<file path="src/rtl/vga_coord_gen.sv">
// Free-running VGA raster generator: pixel coordinates, HS/VS, active-video and frame-start.
// Optional VGA_SYNC_ALIGN_EN delays HS/VS by SYNC_DLY cycles to line up with a registered colour stage.
module vga_coord_gen #(
  parameter int H_ACTIVE = 1280,
  parameter int H_FP     = 48,
  parameter int H_SYNC   = 112,
  parameter int H_BP     = 248,
  parameter int V_ACTIVE = 1024,
  parameter int V_FP     = 1,
  parameter int V_SYNC   = 3,
  parameter int V_BP     = 38,
  parameter bit H_POL    = 1'b1,
  parameter bit V_POL    = 1'b1,
  parameter int SYNC_DLY = 2
) (
  input  logic        CLK_VGA,
  input  logic        RESETn,
  output logic [11:0] VGA_horzCoord,
  output logic [11:0] VGA_vertCoord,
  output logic        VGA_HS,
  output logic        VGA_VS,
  output logic        VGA_active,
  output logic        frame_start
);

  localparam int H_TOTAL = H_ACTIVE + H_FP + H_SYNC + H_BP;
  localparam int V_TOTAL = V_ACTIVE + V_FP + V_SYNC + V_BP;

  localparam logic [11:0] H_LAST     = 12'(H_TOTAL - 1);
  localparam logic [11:0] V_LAST     = 12'(V_TOTAL - 1);
  localparam logic [11:0] H_ACT_END  = 12'(H_ACTIVE);
  localparam logic [11:0] V_ACT_END  = 12'(V_ACTIVE);
  localparam logic [11:0] H_SYNC_BEG = 12'(H_ACTIVE + H_FP);
  localparam logic [11:0] H_SYNC_END = 12'(H_ACTIVE + H_FP + H_SYNC);
  localparam logic [11:0] V_SYNC_BEG = 12'(V_ACTIVE + V_FP);
  localparam logic [11:0] V_SYNC_END = 12'(V_ACTIVE + V_FP + V_SYNC);

`ifdef VGA_SYNC_ALIGN_EN
  localparam bit SYNC_ALIGN = 1'b1;
`else
  localparam bit SYNC_ALIGN = 1'b0;
`endif
  localparam int DLY_STAGES = SYNC_ALIGN ? SYNC_DLY : 0;

  function automatic logic in_window(input logic [11:0] x, input logic [11:0] lo,
                                     input logic [11:0] hi);
    return (x >= lo) && (x < hi);
  endfunction

  function automatic logic sync_level(input logic on, input logic pol);
    return on ? pol : ~pol;
  endfunction

  logic        h_wrap;
  logic [11:0] h_nxt;
  logic [11:0] v_nxt;
  logic        hs_p0;
  logic        vs_p0;

  always_comb begin
    h_wrap = (VGA_horzCoord == H_LAST);
    h_nxt  = h_wrap ? 12'd0 : VGA_horzCoord + 12'd1;
    v_nxt  = VGA_vertCoord;
    if (h_wrap)
      v_nxt = (VGA_vertCoord == V_LAST) ? 12'd0 : VGA_vertCoord + 12'd1;
  end

  // Stage p0: counters plus flags decoded from the next counter values, so all stay aligned
  always_ff @(posedge CLK_VGA) begin
    if (!RESETn) begin
      VGA_horzCoord <= H_LAST;
      VGA_vertCoord <= V_LAST;
      VGA_active    <= 1'b0;
      frame_start   <= 1'b0;
      hs_p0         <= ~H_POL;
      vs_p0         <= ~V_POL;
    end else begin
      VGA_horzCoord <= h_nxt;
      VGA_vertCoord <= v_nxt;
      VGA_active    <= (h_nxt < H_ACT_END) && (v_nxt < V_ACT_END);
      frame_start   <= (h_nxt == 12'd0) && (v_nxt == 12'd0);
      hs_p0         <= sync_level(in_window(h_nxt, H_SYNC_BEG, H_SYNC_END), H_POL);
      vs_p0         <= sync_level(in_window(v_nxt, V_SYNC_BEG, V_SYNC_END), V_POL);
    end
  end

  // Stage p1..: optional sync delay line, cleared to inactive levels on reset
  if (DLY_STAGES > 0) begin : g_sync_dly
    logic [DLY_STAGES-1:0] hs_dly_p1;
    logic [DLY_STAGES-1:0] vs_dly_p1;

    always_ff @(posedge CLK_VGA) begin
      if (!RESETn) begin
        hs_dly_p1 <= {DLY_STAGES{~H_POL}};
        vs_dly_p1 <= {DLY_STAGES{~V_POL}};
      end else begin
        hs_dly_p1[0] <= hs_p0;
        vs_dly_p1[0] <= vs_p0;
        for (int i = 1; i < DLY_STAGES; i++) begin
          hs_dly_p1[i] <= hs_dly_p1[i-1];
          vs_dly_p1[i] <= vs_dly_p1[i-1];
        end
      end
    end

    assign VGA_HS = hs_dly_p1[DLY_STAGES-1];
    assign VGA_VS = vs_dly_p1[DLY_STAGES-1];
  end else begin : g_sync_direct
    assign VGA_HS = hs_p0;
    assign VGA_VS = vs_p0;
  end

endmodule

</file>
<file path="config.mk">
export PLATFORM = sky130hd
export DESIGN_NAME = vga_coord_gen
export DESIGN_NICKNAME = d
export VERILOG_FILES = /design/src/rtl/vga_coord_gen.sv
export SDC_FILE = /design/constraint.sdc
export NUM_CORES = 1
export LEC_CHECK = 0
export CORE_ASPECT_RATIO = 2
export CORE_MARGIN = 3
export CORE_UTILIZATION = 30
export CTS_CLUSTER_SIZE = 25
export DETAILED_ROUTE_END_ITERATION = 16
export GPL_TIMING_DRIVEN = 1
export PLACE_DENSITY = 0.51
export SLEW_MARGIN = 20
export SYNTH_ARGS = -nofsm -noshare
export SYNTH_HDL_FRONTEND = slang
export SYNTH_SLANG_ARGS = --single-unit
export TNS_END_PERCENT = 100
</file>
<file path="constraint.sdc">
create_clock -name CLK_VGA -period 2.8 [get_ports CLK_VGA]
set_input_delay 0.56 -clock CLK_VGA [delete_from_list [all_inputs] [get_ports CLK_VGA]]
set_output_delay 0.56 -clock CLK_VGA [all_outputs]
set_load 0.02 [all_outputs]
</file>
# Word-level counts from Yosys, hierarchy flattened
# Index checks and enable logic that the tools add are counted.
# classes
eq_ne	2
n_reduce_logical	6
add_sub_neg	2
shift	0
n_bitwise	0
order_cmp	6
div_mod_pow	0
n_mul	0
muxes	5
# ops
cell	n
12-bit by 11-bit < comparator with 1-bit output (second input constant)	4
12-bit two-way mux	3
12-bit by 1-bit adder with 12-bit output (second input constant)	2
12-bit by 11-bit == test with 1-bit output (second input constant)	2
12-bit by 11-bit >= comparator with 1-bit output (second input constant)	2
12-bit zero test	2
1-bit logical AND	4
1-bit two-way mux	2
# totals
regBits	28
mem_bits_rw	0
mem_bits_ro	0
input_bits	2
out_inout_bits	28
mem_count	0
elab_cells	27
latch_bits	0

# Depth between registers and ports, before layout
# logic_depth
word_depth	6
mapped_depth	10

# Least setup slack after synthesis
# OpenSTA, ideal clock, no wires.
# synth_path
kind	reg-to-reg
start	reg VGA_horzCoord[0]
end	reg frame_start
path_stages_with_launch	10
synth_period_minus_slack_ns	2.646
path_buffers	2
slack_ns	0.154
t_arrival_ns	2.558
required_ns	2.712
setup_time_ns	0.088
path_cell_list	dfxtp_1 > ha_1 > buf_2 > nand4b_4 > or4_4 > buf_6 > o31a_1 > a2111oi_4 > nand3_2 > nor4_2
# synth_via
elab_chain_cells	4
# synth_rtl
element	line	rtl
from (decl)	18	output logic [11:0] VGA_horzCoord,
from (signal assigned)	78	VGA_horzCoord <= h_nxt;
12-bit by 1-bit adder with 12-bit output / 12-bit by 11-bit == test with 1-bit output (equally long branches)	62, 61	
12-bit two-way mux, on equally long branches	62, 64	
12-bit zero test	81	frame_start <= (h_nxt == 12'd0) && (v_nxt == 12'd0);
1-bit logical AND *	81	
to (signal assigned)	81	
to (decl)	23	output logic frame_start
# Every way passes the cells marked *; elsewhere a longest branch is shown, timed or not.
# A chain may end at the register's enable or synchronous reset.

# Final worst setup path
# Ends and elaborated chain as after synthesis.

==> impl_metrics.ini <==
[grt]
grt_overflow = 0
grt_pass1_vias = 1573
grt_pass1_wl_um = 7870
grt_antenna_before_repair = 0
grt_usage_pct = 15.8
grt_max_degree = 19

[clock_network]
cts_root_buf = clkbuf_8
cts_sinks = 28
cts.htree.levels = 1
cts-buffers-inserted = 3
cts_resized = 0
clock_path_buffers = 2
cts_tree = built
clkTransAtPathRegs_ns = 0.10
postCtsSetupBuffers = 0
cts.hold.buffers_added = 0
clk_latency_ns = 0.28

[finish]
final_util_pct = 39.8
syn_to_final_growth_pct = 25.5
antenna_cells = 0
fill_cells = 592
final-seq-area_um2 = 561
fin_nets = 236
multi_input_area_mm2 = 0.00103
drive_above_1_share_pct = 9.57

[hold_path]
hp-class = reg -> reg

[critical_path]
endpoint_kind = flip-flop
critical_path_depth = 7
cp-start-kind = flip-flop
cp.arrival_ns = 2.77
worstSetupPathType = reg -> reg
setup.worst_path.start = VGA_horzCoord[0]$_SDFF_PN1_
crit_path_max_incr_delay_ns = 0.66
timing.rr.start = VGA_horzCoord[0]$_SDFF_PN1_
critical_path_required_ns = 2.99
crit_slowest_cell = or4_4
crit_family = simple AND/OR/NAND/NOR gates
cp_cell_sequence = ha_1 -> nand4b_4 -> or4_4 -> o31a_1 -> a2111oi_4 -> nand3_2 -> nor4_2
critPathMaxFanout = 18
r2r_slack_ns = 0.22
endpoint = frame_start$_SDFF_PN0_
path_buf_inv = 0
r2r-end = frame_start$_SDFF_PN0_
rr_worst_depth = 7

[synthesis]
ys_warn_count = 0
netlist_instances = 199
yosys.area_share.simple_pct = 31.7
ys_ff_latch = 28
syn-num-nets = 204
ys_async_sr_fraction_pct = 0
synth_compound_area_share_pct = 20.3
synth.distinct_cells = 49
synthMuxAreaShare_pct = 0
synth_top_family_by_area = simple AND/OR/NAND/NOR gates
synth_area_per_cell_um2 = 8.40
synth_ff_type = dfxtp_1
synth-adder-area-share_pct = 2.25
synth_edf_count = 0
syn_area_mm2 = 0.00167
seq_area_frac_synth_pct = 33.5
synth_xor_xnor_area_share_pct = 6.81

[detailed_routing]
wl_per_cell_um = 17.2
drt-initial-drc-count = 27
vias = 1600
routed_wl_um = 4950
ant_nets = 0
viasPerCell = 5.56
drc = 0
first_pass_iters = 4

[place]
io_buffers = 29
gp_congestion = 0.806
dp_hpwl_um = 3920
preCtsSetupSlack_ns = 0.229

[floorplan]
rows = 37
ioPinCount = 30
die_h_um = 112
die_area_mm2 = 0.00656
die_w_um = 58.8
core_mm2 = 0.00528
initial_utilization_pct = 31.7

[timing]
finalCriticalPeriod_ns = 2.58
timing.final.ws_setup_ns = 0.221
finalHoldViolations = 0
period_share_pct = 92.1
setup_violations = 0
relSlewSlack_pct = 66.0
clock-skew-final_ns = 0.00445
tightest_slew_ns = 0.504
fmax_mhz = 388
timing.setup.tns_ns = 0
rsz0062_at_grt = false
timing.final.max_slew_violations = 0

[power_and_ir_drop]
ir_drop_mv = 0.534
p_leak_nw = 0.728
power_density_mw_per_mm2 = 1080

[job]
max_cap_violations = 0

[run_status]
outcome = completed
## layer usage
layer,part of all wire (%),wire [um],global-route usage [%],vias up
met5,0,0,0,-
met4,1.9,92,5.60,0
met3,2.3,113,1.51,8
met2,60,2960,31.4,31
met1,36,1780,15.8,769
li1,-,-,-,792
## sequential cells by signal, indices dropped and copies added, names as in the netlist
name / cells
VGA_HS: 1
frame_start: 1
VGA_horzCoord: 12
VGA_active: 1
VGA_VS: 1
VGA_vertCoord: 12
## final cells by class
cell class / instances / area share (%)
repair buffers: 39 / 17.4
flip-flops and latches: 28 / 26.7
inverters: 5 / 0.894
well taps: 58 / 3.46
multi-input cells: 154 / 48.9
clock buffers: 4 / 2.62
## how the worst min path moves through the flow
stage,cells past startpoint,endpoint,start
6_report,1,VGA_horzCoord[0]$_SDFF_PN1_,VGA_horzCoord[0]$_SDFF_PN1_
5_1_grt,1,VGA_horzCoord[0]$_SDFF_PN1_,VGA_horzCoord[0]$_SDFF_PN1_
4_1_cts,1,VGA_horzCoord[0]$_SDFF_PN1_,VGA_horzCoord[0]$_SDFF_PN1_
3_5_place_dp,1,VGA_horzCoord[0]$_SDFF_PN1_,VGA_horzCoord[0]$_SDFF_PN1_
3_3_place_gp,1,VGA_horzCoord[0]$_SDFF_PN1_,VGA_horzCoord[0]$_SDFF_PN1_
2_1_floorplan,1,VGA_horzCoord[0]$_SDFF_PN1_,VGA_horzCoord[0]$_SDFF_PN1_
## Yosys cell counts, types with 4 or more instances
cell	instances	area (um2)
dfxtp_1	28	561
nand2_1	25	93.8
nor2_1	12	45.0
nand3_1	9	45.0
xnor2_1	9	78.8
nor4_1	8	50.1
o21ai_0	8	40.0
a21oi_1	7	35.0
nand4_1	7	43.8
clkbuf_1	5	18.8
inv_1	5	18.8
o21a_1	5	37.5
a21boi_0	4	30.0
and2_1	4	25.0
nor2b_1	4	25.0
nor3_1	4	20.0
xor2_1	4	35.0
## kinds of logic after synthesis
logic type               count (synthesis)
flip-flops                              28
buffers and inverters                   17
AO/OA/AOI/OAI                           45
adder cells (fa/ha/maj)                  3
AND/OR/NAND/NOR                         93
XOR/XNOR                                13
## power breakdown
group / switching [mW] / leakage, nW / internal, mW
clock: 0.129 / 0.0288 / 0.126
combinational: 0.745 / 0.471 / 0.598
sequential: 0.174 / 0.228 / 0.497
## cells in the final DEF, fill, tap and decap left out, types with 5 or more instances in the layout
master / count
buf_4: 10
inv_1: 5
nand3_1: 9
nor4_1: 7
nand2_1: 25
o21a_1: 5
nand4_1: 7
nor2_1: 12
dfxtp_1: 28
a21oi_1: 7
xnor2_1: 9
o21ai_0: 8
clkdlybuf4s50_1: 29
## stage by stage
stage / power (mW) / cells / cell area (um2) / hold WS (ns)
after global placement: 2.04 / 284 / 2040 / 0.518
after global routing: 2.44 / 288 / 2100 / 0.566
after CTS: 2.30 / 288 / 2100 / 0.551
after detailed placement: 2.03 / 284 / 2040 / 0.519
final: 2.27 / 288 / 2100 / 0.549
after floorplan: 1.54 / 199 / 1670 / 0.581
(Power assumes the default switching activity.)
